[src/rtl/cpu_mem_pkg.sv]
// Shared definitions for the CPU memory arbiter: FSM state type,
// default bus widths and the read value returned by an aborted access.
package cpu_mem_pkg;

    localparam int ADDR_W_DEF = 32;
    localparam int DATA_W_DEF = 32;

    // Read data handed back when the watchdog abandons a transaction
    localparam logic [31:0] ABORT_RDATA = 32'h0000_0000;

    typedef enum logic [1:0] {
        IDLE   = 2'd0,
        BUSY_D = 2'd1,
        BUSY_I = 2'd2,
        DONE   = 2'd3
    } arb_state_t;

endpackage

[src/rtl/mem_watchdog.sv]
// Watchdog for a pending memory transaction: counts cycles without an
// acknowledge and raises a one-cycle expire pulse when the limit is hit.
module mem_watchdog #(
    parameter int TIMEOUT = 16
) (
    input  logic clk,
    input  logic rst_n,
    input  logic clr,
    input  logic en,
    output logic expire
);

    // Expire fires on the idle cycle that would carry the count to
    // TIMEOUT-1, so the owner leaves BUSY on that same edge.
    localparam logic [7:0] LAST_CNT = 8'(TIMEOUT - 2);

    logic [7:0] cnt;

    assign expire = en & (cnt == LAST_CNT);

    // Saturating idle-cycle counter, cleared on ack, on expiry and outside BUSY
    always_ff @(posedge clk or negedge rst_n) begin
        if (!rst_n) begin
            cnt <= 8'd0;
        end else if (clr || expire) begin
            cnt <= 8'd0;
        end else if (en && (cnt != 8'hFF)) begin
            cnt <= cnt + 8'd1;
        end
    end

endmodule

[src/rtl/shared_mem_arbiter.sv]
// Arbiter sharing one single-ported, variable-latency memory between the
// instruction-fetch port and the data port of the 5-stage pipeline.
// Data requests win ties; every grant is exactly one access followed by a
// single DONE cycle in which the matching ready pulses.
module shared_mem_arbiter
    import cpu_mem_pkg::*;
#(
    parameter int ADDR_W  = ADDR_W_DEF,
    parameter int DATA_W  = DATA_W_DEF,
    parameter int TIMEOUT = 16
) (
    input  logic              clk,
    input  logic              rst_n,
    // fetch port
    input  logic              if_req,
    input  logic [ADDR_W-1:0] if_addr,
    output logic [DATA_W-1:0] if_rdata,
    output logic              if_ready,
    // data port
    input  logic              dm_read,
    input  logic              dm_write,
    input  logic [ADDR_W-1:0] dm_addr,
    input  logic [DATA_W-1:0] dm_wdata,
    output logic [DATA_W-1:0] dm_rdata,
    output logic              dm_ready,
    // memory side
    output logic              mem_en,
    output logic              mem_we,
    output logic [ADDR_W-1:0] mem_addr,
    output logic [DATA_W-1:0] mem_wdata,
    input  logic [DATA_W-1:0] mem_rdata,
    input  logic              mem_ack,
    // pipeline control
    output logic              stall_fetch,
    output logic              stall_pipe,
    output logic              err_timeout
);

    arb_state_t state;

    logic busy;
    logic ack_ok;
    logic wd_expire;
    logic finish;
    logic dm_any;

    assign busy   = (state == BUSY_D) || (state == BUSY_I);
    // mem_ack only counts while a transaction is actually outstanding
    assign ack_ok = busy & mem_ack;
    assign finish = ack_ok | wd_expire;
    assign dm_any = dm_read | dm_write;

    // A requester stays stalled until the cycle its ready pulse is seen
    assign stall_fetch = if_req & ~if_ready;
    assign stall_pipe  = dm_any & ~dm_ready;

    mem_watchdog #(
        .TIMEOUT (TIMEOUT)
    ) u_watchdog (
        .clk    (clk),
        .rst_n  (rst_n),
        .clr    (~busy | mem_ack),
        .en     (busy & ~mem_ack),
        .expire (wd_expire)
    );

    // Transaction sequencer: grants, holds the memory bus stable, retires
    always_ff @(posedge clk or negedge rst_n) begin
        if (!rst_n) begin
            state     <= IDLE;
            mem_en    <= 1'b0;
            mem_we    <= 1'b0;
            mem_addr  <= '0;
            mem_wdata <= '0;
        end else begin
            case (state)
                IDLE: begin
                    if (dm_any) begin
                        // a simultaneous read+write is issued as a write
                        mem_addr  <= dm_addr;
                        mem_wdata <= dm_wdata;
                        mem_we    <= dm_write;
                        mem_en    <= 1'b1;
                        state     <= BUSY_D;
                    end else if (if_req) begin
                        mem_addr  <= if_addr;
                        mem_we    <= 1'b0;
                        mem_en    <= 1'b1;
                        state     <= BUSY_I;
                    end
                end
                BUSY_D, BUSY_I: begin
                    if (finish) begin
                        mem_en <= 1'b0;
                        mem_we <= 1'b0;
                        state  <= DONE;
                    end
                end
                DONE: begin
                    // no grant here: a requester still holding req waits a cycle
                    state <= IDLE;
                end
                default: begin
                    state <= IDLE;
                end
            endcase
        end
    end

    // Read-data capture and the one-cycle ready pulses for both ports
    always_ff @(posedge clk or negedge rst_n) begin
        if (!rst_n) begin
            if_rdata <= '0;
            dm_rdata <= '0;
            if_ready <= 1'b0;
            dm_ready <= 1'b0;
        end else begin
            if_ready <= (state == BUSY_I) && finish;
            dm_ready <= (state == BUSY_D) && finish;
            if ((state == BUSY_I) && finish) begin
                if_rdata <= ack_ok ? mem_rdata : DATA_W'(ABORT_RDATA);
            end
            // stores leave the load register untouched
            if ((state == BUSY_D) && finish && !mem_we) begin
                dm_rdata <= ack_ok ? mem_rdata : DATA_W'(ABORT_RDATA);
            end
        end
    end

    // Sticky timeout flag, only reset clears it
    always_ff @(posedge clk or negedge rst_n) begin
        if (!rst_n) begin
            err_timeout <= 1'b0;
        end else if (wd_expire) begin
            err_timeout <= 1'b1;
        end
    end

endmodule

[config.mk]
export PLATFORM = sky130hd
export DESIGN_NAME = shared_mem_arbiter
export DESIGN_NICKNAME = d
export VERILOG_FILES = /design/src/rtl/cpu_mem_pkg.sv /design/src/rtl/mem_watchdog.sv /design/src/rtl/shared_mem_arbiter.sv
export SDC_FILE = /design/constraint.sdc
export NUM_CORES = 1
export LEC_CHECK = 0
export CAP_MARGIN = 0
export CORE_MARGIN = 1.5
export CORE_UTILIZATION = 41
export DETAILED_ROUTE_END_ITERATION = 8
export PLACE_DENSITY = 0.87
export RECOVER_POWER = 50
export SLEW_MARGIN = 20
export SYNTH_ARGS = -nofsm -noshare
export SYNTH_HDL_FRONTEND = slang
export SYNTH_SLANG_ARGS = --single-unit
[constraint.sdc]
create_clock -name clk -period 2.7 [get_ports clk]
set_input_delay 0.54 -clock clk [delete_from_list [all_inputs] [get_ports clk]]
set_output_delay 0.54 -clock clk [all_outputs]
set_load 0.01 [all_outputs]
==> results of run 1 <==
worst register-to-register path, cell delays in order (launching register included):
cell and delay [ns]:
dfrtp_1 0.43, inv_1 0.08, ha_1 0.13, or3b_1 0.39, o41ai_1 0.49, nand3_2 0.14, buf_4 0.27, a22o_1 0.30
report_power, final:
part / internal [mW] / switching (mW) / leakage, nW
combinational: 2.64 / 1.87 / 1.93
clock: 1.33 / 0.873 / 0.282
sequential: 3.12 / 0.555 / 1.78
repair_timing:
action / 4_1_cts / 5_1_grt
hold buffers: 1 / 0
endpoints found under the hold margin: 19 / 0
setup endpoints to repair: 0 / 0
placed cells by master (no fill, tap or decap), drive strengths merged, types with 3 or more instances in the layout:
| master | count |
|---|---|
| a211oi | 5 |
| a22o | 64 |
| buf | 8 |
| clkbuf | 26 |
| clkdlybuf4s50 | 259 |
| clkinv | 9 |
| dfrtp | 143 |
| dlygate4sd3 | 9 |
| ha | 6 |
| inv | 6 |
| mux2 | 33 |
| mux2i | 35 |
| nand2 | 40 |
| nand3 | 4 |
| nor2 | 9 |
| nor2b | 4 |
| nor3 | 3 |
| o21ai | 33 |
cells by family after synthesis:
family,count (synthesis),share of synthesized area (%)
adders and majority gates,6,1.32
muxes,68,12.7
AOI/OAI and AO/OA,113,15.1
DFF,143,62.8
and+or+nand+nor,67,5.25
buffers and inverters,33,2.33
xor gates and xnor gates,3,0.462
layer usage:
metal	wire length [um]	track usage [%]	share of wire, %	up-vias
met5	0	0	0	-
met4	364	8.09	2.2	0
met3	1410	8.36	8.6	29
met2	8190	37.6	50	224
met1	6470	26.4	39	2242
li1	-	-	-	2122
metrics by stage:
stage / hold slack (ns) / std cells / total power, mW / utilization (%) / instance area, um2
after global placement: 0.440 / 862 / 8.10 / 64.6 / 8650
after detailed placement: 0.443 / 862 / 8.28 / 64.6 / 8650
after CTS: 0.483 / 895 / 10.5 / 68.8 / 9220
final: 0.473 / 895 / 10.4 / 68.3 / 9160
after global routing: 0.509 / 895 / 11.0 / 68.3 / 9160
after floorplan: 0.244 / 433 / 5.61 / - / 5690
worst paths after layout:
| path | from | to | slack, ns | cells after the start |
|---|---|---|---|---|
| setup / recovery | dm_write | mem_wdata[5] | 0.29 | 5 |
| hold / removal | mem_addr[2] | mem_addr[2] | 0.47 | 2 |
| setup reg to reg | u_watchdog.cnt[0] | if_rdata[26] | 0.37 | 7 |
| hold reg to reg | mem_addr[2] | mem_addr[2] | 0.47 | 2 |
| max in group asynchronous | rst_n | mem_addr[28] | 0.81 | 3 |
| min in group asynchronous | rst_n | if_rdata[9] | 0.56 | 2 |
area by class of cell:
| class | instances | area [um2] |
|---|---|---|
| fill | 974 | 4240 |
| sequential | 143 | 3580 |
| timing repair buffer | 281 | 2790 |
| multi-input combinational | 257 | 1990 |
| clock buffer | 21 | 470 |
| tap | 176 | 220 |
| clock inverter | 11 | 90.1 |
| inverter | 6 | 22.5 |
flip-flops by register name, summed over array words and instances, names as in the netlist:
name	cells
state	2
dm_rdata	32
mem_en	1
mem_addr	32
if_rdata	32
mem_wdata	32
mem_we	1
err_timeout	1
u_watchdog.cnt	8
if_ready	1
dm_ready	1
==> results.txt, run 1 <==
The flow ran to the end, and the final reports show no timing, DRC or antenna violations. The count of instances resized after the clock tree is built came out at 0. The number of buffers inserted by post-CTS setup repair is 0. After legalization and detailed placement, the total HPWL measured 11900 um. The measured slew at the worst slew-check pin is 1.08 ns. The clock latency of the later-clocked register in the worst-skew pair came out at 0.42 ns. The die covers 14600 um2.

The leakage power came out at 3.99 nW. STA classifies the critical path startpoint as a primary input. The sum of routed wire length over all layers came out at 16400 um. Across the VDD grid, the largest voltage drop is 0.611 mV. The required time reported for the critical path endpoint is 3.00 ns.

0 antenna diodes ended up in the layout. CTS placed an instance of clkbuf_16 at the clock tree root. The max-capacitance violation count is 0. The combined buffer and inverter count along the critical path is 3. The number of max-slew violations in the final report is 0. Timing analysis after detailed placement gives a worst setup slack of 0.368 ns.

The via count of the first global-routing pass is 4837. The category of the most critical setup path is in -> reg. TritonCTS built the clock tree. After synthesis, the cell types taking the most area are dfrtp_1, a22o_1, mux2_2.

The path class of the tightest hold or removal check is reg -> reg. The number of DRC violations after detailed routing came out at 0. For this run, the post-layout net count is 846. Clock-pin slew was measured on the worst setup and hold paths at 0.06 ns. The worst setup path is captured at a flip-flop. The share of synthesized flip-flops with an asynchronous set or reset is 100%.

The number of setup violations in the final report came out at 0. The cell with the biggest individual delay on the critical path is clkbuf_2. Detailed routing inserted a total of 4617 vias.

The first-pass detailed-route iteration total is 4. dfrtp_1 is the most common cell in the netlist. During synthesis, Yosys emitted a total of 0 warnings.

The max-slew headroom at the worst pin came out at 28.2%. The largest net degree at the start of global routing is 74. Counting instances in the post-synthesis netlist gives the leading cell types as dfrtp_1, a22o_1, nand2_1. Among all flip-flop cells after synthesis, the most frequent one is dfrtp_1. The row count is 42. The hold violation count in the final report came out at 0. For this block, the initial DRC count from the detailed router was 156.

The maximum clock frequency is 415 MHz. The die width came out at 121 um. The share of layout cells above drive strength 1 came out at 11.0%. The number of port buffers is 268.

The time the final worst path needs with I/O delays and setup came out at 2.41 ns. Global routing used 22.4% of the available tracks across all layers. The critical path goes through dlygate4sd3_1, clkbuf_1, o21ai_0, clkbuf_2, mux2_2. Once detail routing completed, the nets flagged for antenna violations numbered 0.

The per-cell via count in the routed design came out at 5.16. Of all cell types, the one taking the most synthesized area is dfrtp_1. The number of antenna violations at the first check in global routing came out at 0. Grouping stages by cell kind, the critical path spends the most delay in buffers and inverters. The critical path data arrival time is 2.71 ns. After global routing the overflow that remains totals 0. The initial standard-cell utilization of the core came out at 42.5%. Across all setup checks in the final design, the least slack found is 0.288 ns. The sum of negative setup slack came out at 0 ns. When the netlist entered floorplanning its net count stood at 573. Of the synthesized area, sequential elements account for 62.8%. CTS saw 143 sinks. Clock skew on the completed layout was measured at 0.00996 ns. After technology mapping, the gate count stands at 433. The final weighted congestion of routability-driven global placement came out at 0.742.

The post-synth design cell area came out at 5690 um2. The area inside the core boundary came out at 13400 um2. The number of different library cells in the post-synthesis netlist is 33. The largest single stage delay on the critical path is 0.69 ns. The global-route wire length before repair is 25100 um. Pin placement for this block handled 269 I/O pins. The power density over cell area is 1130 nW/um2.

In this run the number of H-tree levels came out at 4. Averaged over all synthesized cells, the footprint is 13.2 um2. The share of the synthesized area in the top cell type is 62.8%.

In the final routed layout, each cell accounts on average for 18.4 um. The area overhead of the layout relative to synthesis is 60.8%. Buffers inserted during clock tree synthesis total 17. Setup repair after global routing left no endpoint under its margin. The largest fanout on the critical path came out at 32. The worst-case clock buffer depth came out at 2. The die height is 121 um. The synthesis-stage register bit count is 143. Dividing the final minimum period by the clock period gives 89.3%. The synthesized design contains 0 enable-type register cells.
Power figures use the tool's default switching activity.
==> inputs of run 2 (changes only) <==
--- a/config.mk
+++ b/config.mk
@@ -10,7 +10,7 @@
 export CORE_UTILIZATION = 41
 export DETAILED_ROUTE_END_ITERATION = 8
 export PLACE_DENSITY = 0.87
-export RECOVER_POWER = 50
+export RECOVER_POWER = 25
 export SLEW_MARGIN = 20
 export SYNTH_ARGS = -nofsm -noshare
 export SYNTH_HDL_FRONTEND = slang
==> constraint.sdc (replaced) <==
create_clock -name clk -period 2.3 [get_ports clk]
set_input_delay 0.46 -clock clk [delete_from_list [all_inputs] [get_ports clk]]
set_output_delay 0.46 -clock clk [all_outputs]
set_load 0.01 [all_outputs]
==> run 2 against run 1 <==
Net effect: clock skew fell by 0.0031 ns; clock power grew 24%; sequential power increased by 18%; total power increased by 20%; worst setup slack lost 0.17 ns; critical path depth shrank 2; register-to-register slack got worse by 0.19 ns.
==> results.txt, run 2 (synthesis gave the netlist of run 1 again) <==
Outcome: completed (unchanged). The worst path uses 95.0% of the clock period. The kind of cell adding the most delay to the critical path is buffers and inverters (unchanged). The die height was 121 um (unchanged). The number of cells on the worst reg-to-reg path is 7 (unchanged). The clock edge transition at the registers on the reported setup and hold paths came out at 0.06 ns (about the same). The first-pass detailed-route iteration total came out at 4 (unchanged). The post-DP HPWL came to 12100 um (was 11900 um).

The initial DRC count came to 172 (was 156). The final weighted congestion of routability-driven global placement is 0.817 (was 0.742). The combinational share of power came out at 43.4% (was 43.5%). The power density over cell area is 1350 nW/um2 (was 1130 nW/um2). The number of buffers inserted by post-CTS setup repair is 0 (unchanged).

The worst hold-check path type is in -> async (was reg -> reg). The measured slew at the worst slew-check pin is 1.41 ns (was 1.08 ns). The row count is 42 (unchanged). The number of DRC violations after detailed routing came out at 0 (unchanged). The number of setup violations in the final report is 0 (unchanged). The maximum vdd drop is 0.985 mV (was 0.611 mV). The combined buffer and inverter count along the critical path came out at 2 (was 3).

The largest stage delay on the critical path is 0.57 ns (was 0.69 ns). The post-route antenna net violation count came out at 0 (unchanged). The diode insertion count for antenna repair is 0 (unchanged). The switching power of the nets is 3.90 mW (was 3.30 mW). The worst-case clock buffer depth is 2 (unchanged). The leakage power came to 4.02 nW (was 3.99 nW).

The share of layout cells above drive strength 1 is 11.3% (was 11.0%). The count of instances resized after the clock tree is built came to 0 (unchanged). Worst path cell trace: clkdlybuf4s50_1, nor2b_1, clkdlybuf4s50_1 (was dlygate4sd3_1, clkbuf_1, o21ai_0, clkbuf_2, mux2_2). The critical path endpoint category is an output pin (was flip-flop). The critical path data arrival time is 1.72 ns (was 2.71 ns).

The cell with the biggest individual delay on the critical path is clkdlybuf4s50_1 (was clkbuf_2). The sum of negative setup slack came out at 0 ns (unchanged). The clock latency of the later-clocked register in the worst-skew pair came out at 0.41 ns (was 0.42 ns).

The worst slack at placement is 0.121 ns (was 0.368 ns). The count of fill cells added during filler insertion is 907 (was 974). The number of antenna violations at the first check in global routing is 0 (unchanged).

Derived from the worst setup path, the maximum achievable clock frequency is 458 MHz. The TritonCTS sink count is 143 (unchanged). The area overhead of the layout relative to synthesis is 62.6% (was 60.8%).

The switching share of power is 31.3% (was 31.8%). The clock tree root driver cell is clkbuf_16 (unchanged). The initial standard-cell utilization of the core came out at 42.5% (unchanged). Subtracting the final worst setup slack from the clock period gives 2.18 ns. The count of boundary I/O pins came out at 269 (unchanged).

The element type at the critical path start is a primary input (unchanged). Highest-count cells in the layout ignoring fill and taps: clkdlybuf4s50_1, dfrtp_1, a22o_1, nand2_1, mux2i_1 (unchanged). The required time reported for the critical path endpoint came out at 1.84 ns (was 3.00 ns). The hold violation count in the final report was 0 (unchanged). The max-capacitance violation count came to 0 (unchanged). The clock tree from TritonCTS is yes (unchanged).

The category of the most critical setup path was in -> out (was in -> reg). The area of the die is 14600 um2 (unchanged). The number of CTS-inserted buffers is 17 (unchanged). The largest clock skew in the final design is 0.00688 ns (was 0.00996 ns).

The proportion of power drawn by the clock network is 21.8% (was 21.2%). The number of vias after detailed routing is 4657 (was 4617). The detail-routed net length per standard cell is 18.7 um (was 18.4 um). The max-slew headroom at the worst pin is 6.23% (was 28.2%). The number of port buffers came out at 268 (unchanged). The sum of routed wire length over all layers came out at 16800 um (was 16400 um). The combined global-route utilization of all metal layers came out at 22.9% (was 22.4%).

Counting stages on the worst path, the most repeated cell is clkdlybuf4s50_1. The number of levels the H-tree was split into is 4 (unchanged). The per-cell via count in the routed design is 5.20 (was 5.16).

The cell depth of the worst setup path came to 3 (was 5). The number of hold buffers added after cts came to 0 (was 1). The die width is 121 um (unchanged). The proportion of power drawn by flip-flops and latches is 34.7% (was 35.3%). The area inside the core boundary came to 13400 um2 (unchanged). The number of nets at the end of the flow came out at 847 (was 846).

The worst-case setup margin in the final layout came out at 0.116 ns (was 0.288 ns). The leftover overflow at the end of global routing is 0 (unchanged). The largest fanout on the critical path came out at 3 (was 32).

The number of max-slew violations in the final report is 0 (unchanged). The global-route wire length before repair is 25400 um (was 25100 um). The largest net degree at the start of global routing is 65 (was 74). The via count of the first global-routing pass is 4890 (was 4837). The most common library cell in the layout ignoring fill and taps was clkdlybuf4s50_1 (unchanged). Unrepaired setup endpoints after global routing: no (unchanged).

The internal power summed over all cells came out at 8.56 mW (was 7.09 mW).
-- run 2: changes by cell type in the layout (fill, tap and decap cells not counted), moves of 3 or more --
cell / change
dlygate4sd3_1: -9
clkdlybuf4s50_1: +8
buf_12: +3
clkinv_2: -3
-- run 2: area by class of cell --
class                   count  area, um2  share of cell area (%)
flip-flops and latches    143       3580                    38.7
multi-input cells         257       2020                    21.8
repair buffers            282       2830                    30.6
well taps                 176        220                    2.38
clock inverters             6       80.1                   0.865
inverters                   6       22.5                   0.243
clock buffers              25        505                    5.46
-- run 2: worst paths after layout --
kind / end / start / slack (ns)
hold reg to reg: mem_addr[28] / mem_addr[28] / 0.48
hold / removal: dm_rdata[9] / rst_n / 0.37
setup / recovery: stall_fetch / if_req / 0.12
setup reg to reg: if_rdata[22] / u_watchdog.cnt[0] / 0.18
min in group clk: mem_addr[28] / mem_addr[28] / 0.48
max in group asynchronous: dm_rdata[18] / rst_n / 0.53
-- run 2: stage by stage --
step	std cells	hold slack, ns	util (%)	power (mW)	cell area, um2
global placement	864	0.464	65.0	9.53	8710
finish	895	0.369	69.1	12.5	9260
floorplan	433	0.164	-	6.58	5690
global route	895	0.485	69.1	13.1	9260
detailed placement	864	0.473	65.0	9.77	8710
CTS	895	0.0286	69.3	12.6	9290
-- run 2: routing by layer --
metal | share of wire, % | routed length (um) | up-vias | global-route usage, %
li1 | - | - | 2123 | -
met1 | 38 | 6430 | 2302 | 26.3
met2 | 50 | 8460 | 203 | 39.1
met3 | 8.7 | 1460 | 29 | 7.61
met4 | 2.5 | 412 | 0 | 9.85
met5 | 0 | 0 | - | 0
-- run 2: power groups by stage --
stage	logic (mW)	clock network [mW]	registers, mW
global route	5.77	2.88	4.44
floorplan	1.81	0	4.77
CTS	5.48	2.76	4.32
finish	5.41	2.72	4.32
global placement	5.26	0	4.27
detailed placement	5.44	0	4.33
